### config.mk
export PLATFORM = sky130hd
export DESIGN_NAME = router_sync
export DESIGN_NICKNAME = d
export VERILOG_FILES = /design/src/rtl/router_pkg.sv /design/src/rtl/router_sync_timeout.sv /design/src/rtl/router_sync.sv
export SDC_FILE = /design/constraint.sdc
export NUM_CORES = 1
export LEC_CHECK = 0
export BUFFER_PORTS_ARGS = -buffer_cell sky130_fd_sc_hd__buf_2
export CORE_MARGIN = 4
export CORE_UTILIZATION = 52
export DETAILED_ROUTE_END_ITERATION = 8
export PLACE_DENSITY = 0.87
export SLEW_MARGIN = 20
export SYNTH_ARGS = -nofsm -noshare
export SYNTH_HDL_FRONTEND = slang
export SYNTH_HIERARCHICAL = 1
export SYNTH_SLANG_ARGS = --single-unit
### constraint.sdc
create_clock -name clock -period 2.3 [get_ports clock]
set_input_delay 0.345 -clock clock [delete_from_list [all_inputs] [get_ports clock]]
set_output_delay 0.345 -clock clock [all_outputs]
set_load 0.02 [all_outputs]
### src/rtl/router_pkg.sv
// -----------------------------------------------------------------------------
// router_pkg
// Shared definitions for the 1x3 packet router synchroniser:
//   - address width and the three valid FIFO address codes
//   - watchdog read-timeout length and counter width
//   - address-to-one-hot helper used for write strobe steering
// -----------------------------------------------------------------------------
package router_pkg;

  localparam int ADDR_W  = 2;
  localparam int CNT_W   = 5;
  localparam int TIMEOUT = 30;

  localparam logic [ADDR_W-1:0] ADDR_F0 = 2'b00;
  localparam logic [ADDR_W-1:0] ADDR_F1 = 2'b01;
  localparam logic [ADDR_W-1:0] ADDR_F2 = 2'b10;

  // Map a FIFO address to its one-hot write enable; the unused code 11
  // selects no FIFO so a bad header can never corrupt a queue.
  function automatic logic [2:0] addr_to_onehot(input logic [ADDR_W-1:0] addr);
    logic [2:0] onehot;
    case (addr)
      ADDR_F0: onehot = 3'b001;
      ADDR_F1: onehot = 3'b010;
      ADDR_F2: onehot = 3'b100;
      default: onehot = 3'b000;
    endcase
    return onehot;
  endfunction

endpackage

### src/rtl/router_sync_timeout.sv
// -----------------------------------------------------------------------------
// router_sync_timeout
// Read-timeout watchdog for one output FIFO. Counts consecutive edges on
// which the FIFO holds data and is not read; on the TIMEOUT-th such edge it
// raises soft_reset for exactly one cycle and starts counting again.
// Ports:
//   clock      in  1  rising-edge clock
//   resetn     in  1  synchronous active-low reset
//   vld        in  1  FIFO holds data
//   read_enb   in  1  downstream read strobe
//   soft_reset out 1  one-cycle soft-reset pulse (registered)
// -----------------------------------------------------------------------------
module router_sync_timeout
  import router_pkg::*;
#(
  parameter int TIMEOUT_P = TIMEOUT
) (
  input  logic clock,
  input  logic resetn,
  input  logic vld,
  input  logic read_enb,
  output logic soft_reset
);

  localparam logic [CNT_W-1:0] CNT_LAST = CNT_W'(TIMEOUT_P - 1);

  logic [CNT_W-1:0] cnt_q;
  logic [CNT_W-1:0] cnt_d;
  logic             soft_reset_q;
  logic             soft_reset_d;

  // Next-state logic: any read or empty cycle restarts the count.
  always_comb begin
    cnt_d        = {CNT_W{1'b0}};
    soft_reset_d = 1'b0;
    if (!vld || read_enb) begin
      cnt_d        = {CNT_W{1'b0}};
      soft_reset_d = 1'b0;
    end else if (cnt_q == CNT_LAST) begin
      cnt_d        = {CNT_W{1'b0}};
      soft_reset_d = 1'b1;
    end else begin
      cnt_d        = cnt_q + {{(CNT_W-1){1'b0}}, 1'b1};
      soft_reset_d = 1'b0;
    end
  end

  // Counter and pulse registers with synchronous reset.
  always_ff @(posedge clock) begin
    if (!resetn) begin
      cnt_q        <= {CNT_W{1'b0}};
      soft_reset_q <= 1'b0;
    end else begin
      cnt_q        <= cnt_d;
      soft_reset_q <= soft_reset_d;
    end
  end

  assign soft_reset = soft_reset_q;

endmodule

### src/rtl/router_sync.sv
// -----------------------------------------------------------------------------
// router_sync
// Glue between the router FSM and the three output FIFOs of a 1x3 router.
//   - latches the destination address when a header is seen
//   - steers the FSM write strobe to the addressed FIFO
//   - reports the addressed FIFO's full flag and per-FIFO valid data
//   - runs one read-timeout watchdog per FIFO
// Ports:
//   clock, resetn                  clock and synchronous active-low reset
//   data_in[1:0], detect_add       header address and capture strobe
//   full_0..2, empty_0..2          FIFO status flags
//   write_enb_reg                  FSM write request
//   read_enb_0..2                  downstream read strobes
//   write_enb[2:0]                 one-hot FIFO write enables
//   fifo_full                      full flag of addressed FIFO
//   vld_out_0..2                   FIFO x holds data
//   soft_reset_0..2                one-cycle soft-reset pulses
// -----------------------------------------------------------------------------
module router_sync
  import router_pkg::*;
(
  input  logic              clock,
  input  logic              resetn,
  input  logic [ADDR_W-1:0] data_in,
  input  logic              detect_add,
  input  logic              full_0,
  input  logic              full_1,
  input  logic              full_2,
  input  logic              empty_0,
  input  logic              empty_1,
  input  logic              empty_2,
  input  logic              write_enb_reg,
  input  logic              read_enb_0,
  input  logic              read_enb_1,
  input  logic              read_enb_2,
  output logic [2:0]        write_enb,
  output logic              fifo_full,
  output logic              vld_out_0,
  output logic              vld_out_1,
  output logic              vld_out_2,
  output logic              soft_reset_0,
  output logic              soft_reset_1,
  output logic              soft_reset_2
);

  logic [ADDR_W-1:0] addr_q;
  logic [ADDR_W-1:0] addr_d;

  // Address capture: hold the header address for the whole packet.
  always_comb begin
    addr_d = addr_q;
    if (detect_add) begin
      addr_d = data_in;
    end else begin
      addr_d = addr_q;
    end
  end

  // Address register with synchronous reset.
  always_ff @(posedge clock) begin
    if (!resetn) begin
      addr_q <= ADDR_F0;
    end else begin
      addr_q <= addr_d;
    end
  end

  // Write steering uses the registered address, so a header arriving with a
  // write request still targets the previous FIFO in that cycle.
  always_comb begin
    write_enb = 3'b000;
    if (write_enb_reg) begin
      write_enb = addr_to_onehot(addr_q);
    end else begin
      write_enb = 3'b000;
    end
  end

  // Full-flag mux for the addressed FIFO; invalid address reports not full.
  always_comb begin
    fifo_full = 1'b0;
    case (addr_q)
      ADDR_F0: fifo_full = full_0;
      ADDR_F1: fifo_full = full_1;
      ADDR_F2: fifo_full = full_2;
      default: fifo_full = 1'b0;
    endcase
  end

  assign vld_out_0 = ~empty_0;
  assign vld_out_1 = ~empty_1;
  assign vld_out_2 = ~empty_2;

  router_sync_timeout #(.TIMEOUT_P(TIMEOUT)) u_wd0 (
    .clock      (clock),
    .resetn     (resetn),
    .vld        (vld_out_0),
    .read_enb   (read_enb_0),
    .soft_reset (soft_reset_0)
  );

  router_sync_timeout #(.TIMEOUT_P(TIMEOUT)) u_wd1 (
    .clock      (clock),
    .resetn     (resetn),
    .vld        (vld_out_1),
    .read_enb   (read_enb_1),
    .soft_reset (soft_reset_1)
  );

  router_sync_timeout #(.TIMEOUT_P(TIMEOUT)) u_wd2 (
    .clock      (clock),
    .resetn     (resetn),
    .vld        (vld_out_2),
    .read_enb   (read_enb_2),
    .soft_reset (soft_reset_2)
  );

endmodule

==> flow_summary.json <==
{
  "r2r_cells": 5,
  "fin_cells": 128,
  "syn_to_final_growth_pct": 20.9,
  "cts_setup_buffers": 0,
  "crit_end": "fifo_full",
  "critPathArrivalTime_ns": 1.15,
  "synthCells": 84,
  "p_seq_share_pct": 58.8,
  "globalplace.congestion": 0.655,
  "synth.distinct_cells": 17,
  "cap_violations": 0,
  "holdWs_ns": 0.217,
  "die_w_um": 48.3,
  "cp.depth": 3,
  "multi_input_area_um2": 420,
  "num_rows": 14,
  "drc": 0,
  "ys_ff_latch": 20,
  "place.detailed.hpwl_mm": 1.14,
  "fin_util_pct": 66.9,
  "p_clk_share_pct": 32.5,
  "htreeDepth": 1,
  "rsz0062_at_grt": "false",
  "r2r_end": "u_wd1/cnt_q[0]$_SDFF_PP0_",
  "drv_slew": 0,
  "grt_pass1_wl_mm": 2.21,
  "min_period_ns": 1.50,
  "cts.repair.resized": 0,
  "peakVddDrop_uv": 377,
  "min_path_type": "primary input to flip-flop",
  "switching_share_pct": 22.1,
  "period_share_pct": 65.1,
  "ys_seq_area_share_pct": 47.5,
  "path_cells": "mux2i_1 -> o21ai_1 -> buf_2",
  "p_comb_share_pct": 8.8,
  "cts.hold.buffers_added": 0,
  "switchingPower_uw": 134,
  "grt_max_degree": 12,
  "ant_nets": 0,
  "tns_ns": 0,
  "drive_above_1_share_pct": 32.1,
  "cp_max_fo": 6,
  "die_h_um": 48.3,
  "drt_first_pass_iters": 4,
  "antenna_found_initial": 0,
  "drt-initial-drc-count": 9,
  "synth_area_per_cell_um2": 10.0,
  "diodes": 0,
  "track_usage_pct": 13.9,
  "synth_nets": 105,
  "startpoint": "addr_q[0]$_SDFFE_PN0P_",
  "p_leak_uw": 0.000477,
  "port_buffers": 24,
  "cpLargestDelayFamily": "flip-flops",
  "fmax_mhz": 667,
  "core_area_um2": 1520,
  "cp_num_buf_inv": 1,
  "p_per_area_nw_per_um2": 595,
  "ys_warn_count": 6,
  "first_global_vias": 551,
  "final_cell_mix": "24 x buf_2, 20 x dfxtp_1, 15 x nor2_1",
  "cts_buffer_depth": 2,
  "worstSetupPathType": "flip-flop to output pin",
  "cts.sinks": 20,
  "clk_latency_ns": 0.29,
  "slowest_delay_ns": 0.44,
  "startpoint_type": "flip-flop",
  "wirelength_mm": 1.46,
  "vias": 632,
  "status": "completed",
  "start_util_pct": 55.3,
  "final_common_cell": "buf_2",
  "worstSetupEndpointType": "output pin",
  "r2r_start": "u_wd1/cnt_q[1]$_SDFF_PP0_",
  "clk_pin_slew_ns": 0.11,
  "cts_tree": "yes",
  "clock-root-buffer": "clkbuf_4",
  "grt_overflow": 0,
  "hold_viol_final": 0,
  "fin_skew_ns": 0.00900,
  "fillers": 122,
  "syn-cell-area_um2": 843,
  "required_ns": 1.96,
  "worstMarginPinSlew_ns": 0.192,
  "io_pins": 25,
  "cpMaxStageDelayCell": "dfxtp_1",
  "setup_viol": 0,
  "r2r_setup_slack_ns": 1.01,
  "viasPerCell": 4.94,
  "p_int_uw": 473,
  "cts_buffers": 3,
  "relSlewSlack_pct": 87.2,
  "seq_area_um2": 400,
  "die_area_um2": 2330,
  "wl_per_cell_um": 11.4,
  "dpl.cell_count": 124,
  "nets": 134
}
-- worst register-to-register path: cells and delay by family, from the launching register on --
| kind | cells | cell delay [ns] |
|---|---|---|
| and+or+nand+nor | 3 | 0.62 |
| DFF | 1 | 0.36 |
| adders and majority gates | 1 | 0.19 |
| buffers and inverters | 1 | 0.06 |
-- flip-flops by register name, summed over array words and instances, names as in the netlist --
name	cells
u_wd0/cnt_q	5
u_wd1/cnt_q	5
u_wd2/cnt_q	5
addr_q	2
u_wd0/soft_reset	1
u_wd1/soft_reset	1
u_wd2/soft_reset	1
-- how the worst min path moves through the flow --
stage | from | end | depth (start not counted)
floorplan | read_enb_0 | u_wd0/soft_reset$_SDFF_PP0_ | 1
global placement | u_wd1/cnt_q[0]$_SDFF_PP0_ | u_wd1/cnt_q[0]$_SDFF_PP0_ | 1
detailed placement | u_wd0/cnt_q[0]$_SDFF_PP0_ | u_wd0/cnt_q[0]$_SDFF_PP0_ | 1
CTS | read_enb_2 | u_wd2/soft_reset$_SDFF_PP0_ | 2
global route | read_enb_1 | u_wd1/soft_reset$_SDFF_PP0_ | 2
finish | read_enb_2 | u_wd2/soft_reset$_SDFF_PP0_ | 2
-- synthesized netlist by cell type --
master	n	share of area [%]
nand4_2	3	4.5
dfxtp_1	20	47
nor2b_1	2	1.5
ha_1	6	8.9
xnor2_1	3	3.1
nand3_1	6	3.6
mux2i_1	3	3.6
nor2_1	15	6.7
nor3b_1	1	0.89
and3b_2	2	2.4
nand3b_1	1	0.89
o21ai_1	1	0.59
xor2_1	6	6.2
or3b_4	3	4.0
nor3_1	3	1.8
inv_1	6	2.7
nand2_1	3	1.3
-- power by group through the flow --
stage	clock network [µW]	logic [µW]	registers [µW]
floorplan	0	30.3	363
global placement	0	52.2	364
detailed placement	0	54.0	365
CTS	204	54.1	357
global route	221	59.1	358
finish	197	53.3	357
-- metrics by stage --
| stage | setup WS, ns | total power [µW] | area (µm²) |
|---|---|---|---|
| 5_1_grt | 0.703 | 638 | 1020 |
| 6_report | 0.802 | 607 | 1020 |
| 4_1_cts | 0.764 | 615 | 1020 |
| 2_1_floorplan | 1.09 | 394 | 843 |
| 3_5_place_dp | 1.02 | 419 | 983 |
| 3_3_place_gp | 1.08 | 416 | 983 |
-- layout make-up --
cell class	count	share of cell area [%]
multi-input combinational	58	41.2
sequential	20	39.3
timing repair buffer	24	11.8
clock buffer	4	3.56
inverter	6	2.21
tap	16	1.96
-- logic make-up (layout without fill, tap and decap cells) --
group                      count (synthesis)  in the layout  share of synthesized area, %
AOI/OAI and AO/OA                          1              1                         0.593
xor gates and xnor gates                   9              9                          9.35
adders and majority gates                  6              6                          8.90
buffers and inverters                      6             34                          2.67
DFF                                       20             20                          47.5
muxes                                      3              3                          3.56
and+or+nand+nor                           39             39                          27.4
-- routing by layer --
metal	GRT usage, %	wire length (µm)	vias to the layer above
li1	-	-	333
met1	16.2	626	282
met2	22.9	700	15
met3	4.43	118	2
met4	6.45	10	0
met5	0	0	-
No activity file was read; power rests on OpenSTA's default activity.
